[config.mk]
export PLATFORM = sky130hd
export DESIGN_NAME = fetch_unit_flat
export DESIGN_NICKNAME = d
export VERILOG_FILES = /design/src/rtl/fetch_unit_pkg.sv /design/src/rtl/fetch_unit_if.sv /design/src/rtl/fetch_pc_next.sv /design/src/rtl/fetch_unit.sv /design/src/flat_wrapper.sv
export SDC_FILE = /design/constraint.sdc
export NUM_CORES = 1
export LEC_CHECK = 0
export CORE_MARGIN = 1.5
export CORE_UTILIZATION = 32
export CTS_BUF_LIST = sky130_fd_sc_hd__clkbuf_16
export DETAILED_ROUTE_END_ITERATION = 12
export DONT_BUFFER_PORTS = 1
export SLEW_MARGIN = 10
export SYNTH_ARGS = -nofsm -noshare
export SYNTH_HDL_FRONTEND = slang
export SYNTH_HIERARCHICAL = 1
export SYNTH_SLANG_ARGS = --single-unit
export TNS_END_PERCENT = 20
[constraint.sdc]
create_clock -name clk -period 3.02 [get_ports clk]
set_input_delay 0.453 -clock clk [delete_from_list [all_inputs] [get_ports clk]]
set_output_delay 0.453 -clock clk [all_outputs]
set_load 0.05 [all_outputs]
[src/rtl/fetch_unit_pkg.sv]
// Shared types and constants for the fetch stage: PC-select command, fetch FSM states
// and the opcode loaded into IR when instruction memory never answers.
package fetch_unit_pkg;

    typedef enum logic [1:0] {
        PS_HOLD = 2'b00,
        PS_INC  = 2'b01,
        PS_BRR  = 2'b10,
        PS_JMP  = 2'b11
    } pc_sel_t;

    typedef enum logic [1:0] {
        F_IDLE = 2'b00,
        F_REQ  = 2'b01,
        F_ERR  = 2'b10
    } fetch_state_t;

    localparam logic [15:0] ILLEGAL_INS = 16'hFFFF;

endpackage

[src/rtl/fetch_unit_if.sv]
// Instruction memory request/acknowledge bus between the fetch unit (master) and memory (slave).
interface fetch_unit_if #(
    parameter int AW = 16
) ();
    logic          req;
    logic [AW-1:0] addr;
    logic          ack;
    logic [15:0]   rdata;

    modport master (output req, output addr, input ack, input rdata);
    modport slave  (input req, input addr, output ack, output rdata);
endinterface

[src/rtl/fetch_pc_next.sv]
// Combinational next-PC selection: hold, increment, relative branch or absolute jump.
// The branch offset is the 6-bit field {ir[8:6], ir[2:0]}, sign-extended to the PC width.
module fetch_pc_next
    import fetch_unit_pkg::*;
#(
    parameter int AW = 16
) (
    input  logic [AW-1:0] pc,
    input  pc_sel_t       ps,
    input  logic [15:0]   ir,
    input  logic [AW-1:0] ra,
    output logic [AW-1:0] pc_next
);

    logic [5:0]    br_off;
    logic [AW-1:0] br_off_ext;
    logic          unused_ir_bits;

    assign br_off         = {ir[8:6], ir[2:0]};
    assign br_off_ext     = {{(AW-6){br_off[5]}}, br_off};
    assign unused_ir_bits = ^{ir[15:9], ir[5:3]};

    // Select the next PC according to the command; additions wrap at the PC width
    always_comb begin
        pc_next = pc;
        case (ps)
            PS_HOLD: pc_next = pc;
            PS_INC:  pc_next = pc + AW'(1);
            PS_BRR:  pc_next = pc + br_off_ext;
            PS_JMP:  pc_next = ra;
            default: pc_next = pc;
        endcase
    end

endmodule

[src/rtl/fetch_unit.sv]
// Program counter and instruction register stage feeding the control unit.
// A load pulse starts one memory fetch; the PC command is only honoured while idle, and a
// fetch that is never acknowledged parks the unit in a terminal error state with an
// illegal opcode in IR so the control unit halts.
module fetch_unit
    import fetch_unit_pkg::*;
#(
    parameter int            AW       = 16,
    parameter logic [AW-1:0] RESET_PC = '0,
    parameter int            TMO_CYC  = 15
) (
    input  logic             clk,
    input  logic             rst,
    input  logic             il_in,
    input  logic [1:0]       ps_in,
    input  logic [AW-1:0]    ra_in,
    fetch_unit_if.master     imem,
    output logic [15:0]      ins_out,
    output logic [AW-1:0]    pc_out,
    output logic             stall_out,
    output logic             tmo_err_out
);

    localparam int             TCW      = $clog2(TMO_CYC + 1);
    localparam logic [TCW-1:0] TMO_LAST = TCW'(TMO_CYC - 1);
    localparam logic [TCW-1:0] TMO_SAT  = TCW'(TMO_CYC);

    fetch_state_t   state_q, state_d;
    logic [AW-1:0]  pc_q, pc_d;
    logic [15:0]    ir_q, ir_d;
    logic [AW-1:0]  addr_q, addr_d;
    logic [TCW-1:0] tmo_cnt_q, tmo_cnt_d;
    logic           tmo_err_q, tmo_err_d;
    logic [AW-1:0]  pc_upd;

    fetch_pc_next #(.AW(AW)) u_pc_next (
        .pc      (pc_q),
        .ps      (pc_sel_t'(ps_in)),
        .ir      (ir_q),
        .ra      (ra_in),
        .pc_next (pc_upd)
    );

    // State register; reset abandons any fetch in flight
    always_ff @(posedge clk or posedge rst) begin
        if (rst) begin
            state_q   <= F_IDLE;
            pc_q      <= RESET_PC;
            ir_q      <= '0;
            addr_q    <= '0;
            tmo_cnt_q <= '0;
            tmo_err_q <= 1'b0;
        end else begin
            state_q   <= state_d;
            pc_q      <= pc_d;
            ir_q      <= ir_d;
            addr_q    <= addr_d;
            tmo_cnt_q <= tmo_cnt_d;
            tmo_err_q <= tmo_err_d;
        end
    end

    // Fetch sequencing: capture the pre-update PC as the address, then wait for ack or timeout
    always_comb begin
        state_d   = state_q;
        pc_d      = pc_q;
        ir_d      = ir_q;
        addr_d    = addr_q;
        tmo_cnt_d = tmo_cnt_q;
        tmo_err_d = tmo_err_q;
        case (state_q)
            F_IDLE: begin
                pc_d = pc_upd;
                if (il_in) begin
                    state_d   = F_REQ;
                    addr_d    = pc_q;
                    tmo_cnt_d = '0;
                end
            end
            F_REQ: begin
                if (imem.ack) begin
                    ir_d    = imem.rdata;
                    pc_d    = pc_q + AW'(1);
                    state_d = F_IDLE;
                end else if (tmo_cnt_q == TMO_LAST) begin
                    ir_d      = ILLEGAL_INS;
                    tmo_err_d = 1'b1;
                    state_d   = F_ERR;
                end else if (tmo_cnt_q != TMO_SAT) begin
                    tmo_cnt_d = tmo_cnt_q + TCW'(1);
                end
            end
            F_ERR: begin
                state_d = F_ERR;
            end
            default: begin
                state_d = F_IDLE;
            end
        endcase
    end

    assign imem.req    = (state_q == F_REQ);
    assign imem.addr   = addr_q;
    assign stall_out   = (state_q == F_REQ);
    assign ins_out     = ir_q;
    assign pc_out      = pc_q;
    assign tmo_err_out = tmo_err_q;

endmodule
[src/flat_wrapper.sv]
// flat-port wrapper written by rule: the top's interface ports become plain ports
module fetch_unit_flat import fetch_unit_pkg::*;
#(
    parameter int            AW       = 16,
    parameter logic [AW-1:0] RESET_PC = '0,
    parameter int            TMO_CYC  = 15
)
  (clk, rst, il_in, ps_in, ra_in, ins_out, pc_out, stall_out, tmo_err_out, imem_req, imem_addr, imem_ack, imem_rdata);
  fetch_unit_if #(.AW(AW)) imem_i ();
  input  logic clk;
  input  logic rst;
  input  logic il_in;
  input  logic [1:0] ps_in;
  input  logic [AW-1:0] ra_in;
  output logic [15:0] ins_out;
  output logic [AW-1:0] pc_out;
  output logic stall_out;
  output logic tmo_err_out;
  output wire logic [$bits(imem_i.req)-1:0] imem_req;
  output wire logic [$bits(imem_i.addr)-1:0] imem_addr;
  input wire logic [$bits(imem_i.ack)-1:0] imem_ack;
  input wire logic [$bits(imem_i.rdata)-1:0] imem_rdata;
  assign imem_req = imem_i.req;
  assign imem_addr = imem_i.addr;
  assign imem_i.ack = imem_ack;
  assign imem_i.rdata = imem_rdata;
  fetch_unit #(.AW(AW), .RESET_PC(RESET_PC), .TMO_CYC(TMO_CYC)) u_core (.clk(clk), .rst(rst), .il_in(il_in), .ps_in(ps_in), .ra_in(ra_in), .imem(imem_i), .ins_out(ins_out), .pc_out(pc_out), .stall_out(stall_out), .tmo_err_out(tmo_err_out));
endmodule
==> impl_metrics.xml <==
<?xml version="1.0" encoding="UTF-8"?>
<metrics>
  <group name="routing">
    <metric name="wl_per_cell" unit="um">19.8</metric>
    <metric name="antenna_left" unit="">0</metric>
    <metric name="dr.pass1.iters" unit="">5</metric>
    <metric name="total_via_count_in_the_routed_design" unit="">3329</metric>
    <metric name="finalWirelength" unit="um">11000</metric>
    <metric name="detail_route.drc_violations" unit="">0</metric>
    <metric name="dr.first_iter.drc_count" unit="">220</metric>
    <metric name="viasPerCell" unit="">6.02</metric>
  </group>
  <group name="status">
    <metric name="outcome" unit="">finished, final reports clean</metric>
  </group>
  <group name="global_route">
    <metric name="grt_overflow" unit="">0</metric>
    <metric name="first_global_vias" unit="">3133</metric>
    <metric name="grt.total_usage" unit="%">18.7</metric>
    <metric name="grt_max_degree" unit="">44</metric>
    <metric name="grt_first_pass_wirelength" unit="um">17100</metric>
    <metric name="antenna_found_initial" unit="">0</metric>
  </group>
  <group name="power">
    <metric name="power_density_over_cell_area" unit="mW/mm^2">1100</metric>
    <metric name="sw_frac_of_total" unit="%">52.6</metric>
    <metric name="comb_power_share" unit="%">44.7</metric>
    <metric name="p_int" unit="mW">2.19</metric>
    <metric name="power.leakage" unit="nW">1.77</metric>
    <metric name="p_clk_share" unit="%">15.8</metric>
    <metric name="max-vdd-ir-drop" unit="V">0.000516</metric>
    <metric name="switchingPower" unit="mW">2.43</metric>
    <metric name="p_seq_share" unit="%">39.4</metric>
  </group>
  <group name="sta">
    <metric name="finalSetupTns" unit="ps">0</metric>
    <metric name="fin_skew" unit="ps">8.74</metric>
    <metric name="setup_viol" unit="">0</metric>
    <metric name="finalMaxSlewViolations" unit="">0</metric>
    <metric name="layout_min_cycle_time" unit="ps">2780</metric>
    <metric name="grt_setup_unrepaired" unit="">false</metric>
    <metric name="finalHoldWorstSlack" unit="ps">226</metric>
    <metric name="fmax" unit="MHz">360</metric>
    <metric name="report.final.hold_viol_count" unit="">0</metric>
    <metric name="relSlewSlack" unit="%">27.9</metric>
    <metric name="layout_worst_path_cycle_share" unit="%">91.9</metric>
    <metric name="max_slew.worst_pin.slew" unit="ps">1080</metric>
  </group>
  <group name="cells_and_area">
    <metric name="syn_to_final_growth" unit="%">14.8</metric>
    <metric name="layout_commonest_cell" unit="">dfrtp_1</metric>
    <metric name="design.final.nets" unit="">464</metric>
    <metric name="layoutNonFillerInstCount" unit="">553</metric>
    <metric name="antenna_cells" unit="">0</metric>
    <metric name="final_cell_mix" unit="">dfrtp_1 (55), buf_4 (37), nand2_1 (30)</metric>
    <metric name="drive_gt1_share" unit="%">18.9</metric>
  </group>
  <group name="yosys">
    <metric name="share_of_the_yosys_chip_area_belonging_to_registers" unit="%">37.6</metric>
    <metric name="async_s_r_ff_share_synth" unit="%">100</metric>
    <metric name="largest_family_of_logic_cells_by_synthesized_area" unit="">compound AO/OA/AOI/OAI gates</metric>
    <metric name="synth_compound_gate_area_share" unit="%">27.3</metric>
    <metric name="post_synth_and_or_nand_nor_area_fraction" unit="%">16.7</metric>
    <metric name="synth_seq_cells" unit="">55</metric>
    <metric name="synth-main-ff-cell" unit="">dfrtp_1</metric>
    <metric name="adder_cell_share_of_the_synthesized_area" unit="%">4.98</metric>
    <metric name="synth.net_count" unit="">444</metric>
    <metric name="synthDistinctLibCells" unit="">67</metric>
    <metric name="synth_edf_count" unit="">0</metric>
    <metric name="synth_cell_area" unit="mm^2">0.00366</metric>
    <metric name="synth_mux_area_share" unit="%">6.79</metric>
    <metric name="syn_inst" unit="">392</metric>
    <metric name="synth-warning-count" unit="">6</metric>
    <metric name="postSynthAreaPerCell" unit="um^2">9.35</metric>
    <metric name="synth-xor-area-share" unit="%">1.19</metric>
  </group>
  <group name="cts">
    <metric name="cts_buffers" unit="">5</metric>
    <metric name="clock_sinks" unit="">55</metric>
    <metric name="root_buffer_cell" unit="">clkbuf_16</metric>
    <metric name="ctsResizeCount" unit="">0</metric>
    <metric name="cts_max_level" unit="">2</metric>
    <metric name="clk_pin_slew" unit="ps">70</metric>
    <metric name="ctsHoldBuffers" unit="">0</metric>
    <metric name="cts_post_setup_buffers_inserted" unit="">0</metric>
    <metric name="cts.path.max_buffers" unit="">2</metric>
    <metric name="cts_tree" unit="">done</metric>
    <metric name="clock_insertion_delay_worst_skew" unit="ps">300</metric>
  </group>
  <group name="worst_setup_path">
    <metric name="crit_required" unit="ps">3200</metric>
    <metric name="critPathCaptureType" unit="">flip-flop</metric>
    <metric name="crit_top_cell" unit="">buf_4</metric>
    <metric name="critical_path.cell_chain" unit="">inv_1 -&gt; ha_2 -&gt; buf_4 -&gt; and2_1 -&gt; ha_1 -&gt; o21a_1 -&gt; o31a_1 -&gt; buf_4 -&gt; or2_2 -&gt; a32o_1 -&gt; a32oi_1 -&gt; o2bb2ai_1 -&gt; a221o_1</metric>
    <metric name="cp_max_delay_cell" unit="">ha_1</metric>
    <metric name="arrival_time_worst_endpoint" unit="ps">2960</metric>
    <metric name="slowest_delay" unit="ps">320</metric>
    <metric name="critical_path.max_fanout" unit="">4</metric>
    <metric name="cp-start-kind" unit="">primary input</metric>
    <metric name="criticalPathCategory" unit="">in -&gt; reg</metric>
  </group>
  <group name="place">
    <metric name="port-buffer-count" unit="">0</metric>
    <metric name="global_placer_s_final_weighted_congestion" unit="">0.872</metric>
    <metric name="placed_cells" unit="">545</metric>
    <metric name="place_hpwl" unit="um">8290</metric>
  </group>
  <group name="floorplanning">
    <metric name="floorplan.initialDensity" unit="%">33.4</metric>
    <metric name="core_area" unit="mm^2">0.0110</metric>
    <metric name="die_x" unit="um">110</metric>
    <metric name="io_pins" unit="">89</metric>
    <metric name="fp-row-count" unit="">38</metric>
    <metric name="design.die.area" unit="mm^2">0.0121</metric>
    <metric name="die_y" unit="um">110</metric>
  </group>
  <group name="min_path">
    <metric name="min-delay-path-class" unit="">in -&gt; async</metric>
  </group>
  <group name="run">
    <metric name="cap_viol_max_count" unit="">0</metric>
  </group>
</metrics>
## cell families (layout without fill, tap and decap cells)
kind of cell	after synthesis	after routing
flip-flops	55	55
XOR/XNOR	5	5
multiplexers	23	23
AND/OR/NAND/NOR	110	110
AO/OA/AOI/OAI	135	135
adder cells (fa/ha/maj)	14	14
buffers and inverters	50	71
## layer usage
metal  vias to the layer above  wire length [um]  share of wire [%]  track usage, %
met5                         -                 0                  0               0
met4                         0               325                3.0            7.33
met3                        27               825                7.5            4.35
met2                       141              5250                 48            30.0
met1                      1627              4570                 42            24.3
li1                       1534                 -                  -               -
## worst paths after layout
kind / endpoint / start / cells after the start / slack, ps
min: u_core/imem.addr[8] / rst / 1 / 230
max reg2reg: u_core/pc_out[8] / u_core/ins_out[0] / 12 / 280
min in group clk: u_core/tmo_cnt_q[2] / il_in / 1 / 240
max: u_core/pc_out[8] / ps_in[0] / 13 / 240
min reg2reg: u_core/tmo_cnt_q[1] / u_core/tmo_cnt_q[1] / 2 / 560
max in group asynchronous: u_core/pc_out[7] / rst / 2 / 2150
## synthesized netlist by cell type, types with 3 or more instances
cell       count  area (um^2)
ha_1          13          163
a221oi_1       3         26.3
nand4_1       14         87.6
o2bb2ai_1      4         35.0
xnor2_1        3         26.3
nor3_1         8         40.0
o22a_1        16          140
a32oi_1        5         43.8
nor2_1        15         56.3
o22ai_1        6         37.5
inv_1         25         93.8
a21oi_1       20          100
or2_2          4         25.0
a221o_1        6         60.1
clkbuf_1      15         56.3
o41ai_1        5         43.8
dfrtp_1       55         1380
and3_1         4         25.0
o311ai_0       4         35.0
o31ai_1        4         30.0
a211oi_1       4         30.0
nand3_1        8         40.0
nor2b_1        4         25.0
a22oi_1        9         67.6
nand2b_1       4         25.0
mux2_2        14          158
a31oi_1        3         18.8
nand2_1       30          113
o21a_1         3         22.5
a21o_1         5         37.5
mux2i_1        8         80.1
o21ai_0       20          100
nor4_2         3         37.5
buf_2          7         35.0
and2_1         4         25.0
## flip-flops by register name (all words and copies together) (netlist names)
signal / cells
u_core/pc_out: 16
u_core/ins_out: 16
u_core/state_q: 2
u_core/imem.addr: 16
u_core/tmo_cnt_q: 4
u_core/tmo_err_out: 1
## cell type report
cell class	count	area [um^2]
Inverter	26	97.6
Multi-Input combinational cell	287	2090
Clock inverter	3	63.8
Fill cell	1063	6780
Timing Repair Buffer	37	278
Tap cell	140	175
Sequential cell	55	1380
Clock buffer	5	125
## metrics by stage
step | setup slack, ps | util, % | cell area [um^2] | power, mW
after floorplan | 10.9 | - | 3670 | 3.27
after global placement | 10.5 | 36.6 | 4020 | 3.86
after detailed placement | -50.9 | 36.6 | 4020 | 3.89
after CTS | 256 | 38.3 | 4210 | 4.64
after global routing | 117 | 38.3 | 4210 | 4.88
final | 244 | 38.3 | 4210 | 4.62
## worst max-delay path: cells and delay by family
family                   cells  cell delay [ps]
AO/OA/AOI/OAI                6             1160
AND/OR/NAND/NOR              2              470
buffers and inverters        3              350
adder cells (fa/ha/maj)      2              530
## power groups by stage
stage	clock [mW]	combinational, mW	sequential, mW
after CTS	0.753	2.06	1.82
after global placement	0	2.03	1.83
after floorplan	0	1.06	2.21
after global routing	0.779	2.24	1.86
final	0.731	2.07	1.82
after detailed placement	0	2.05	1.84
Power figures use the tool's default switching activity.
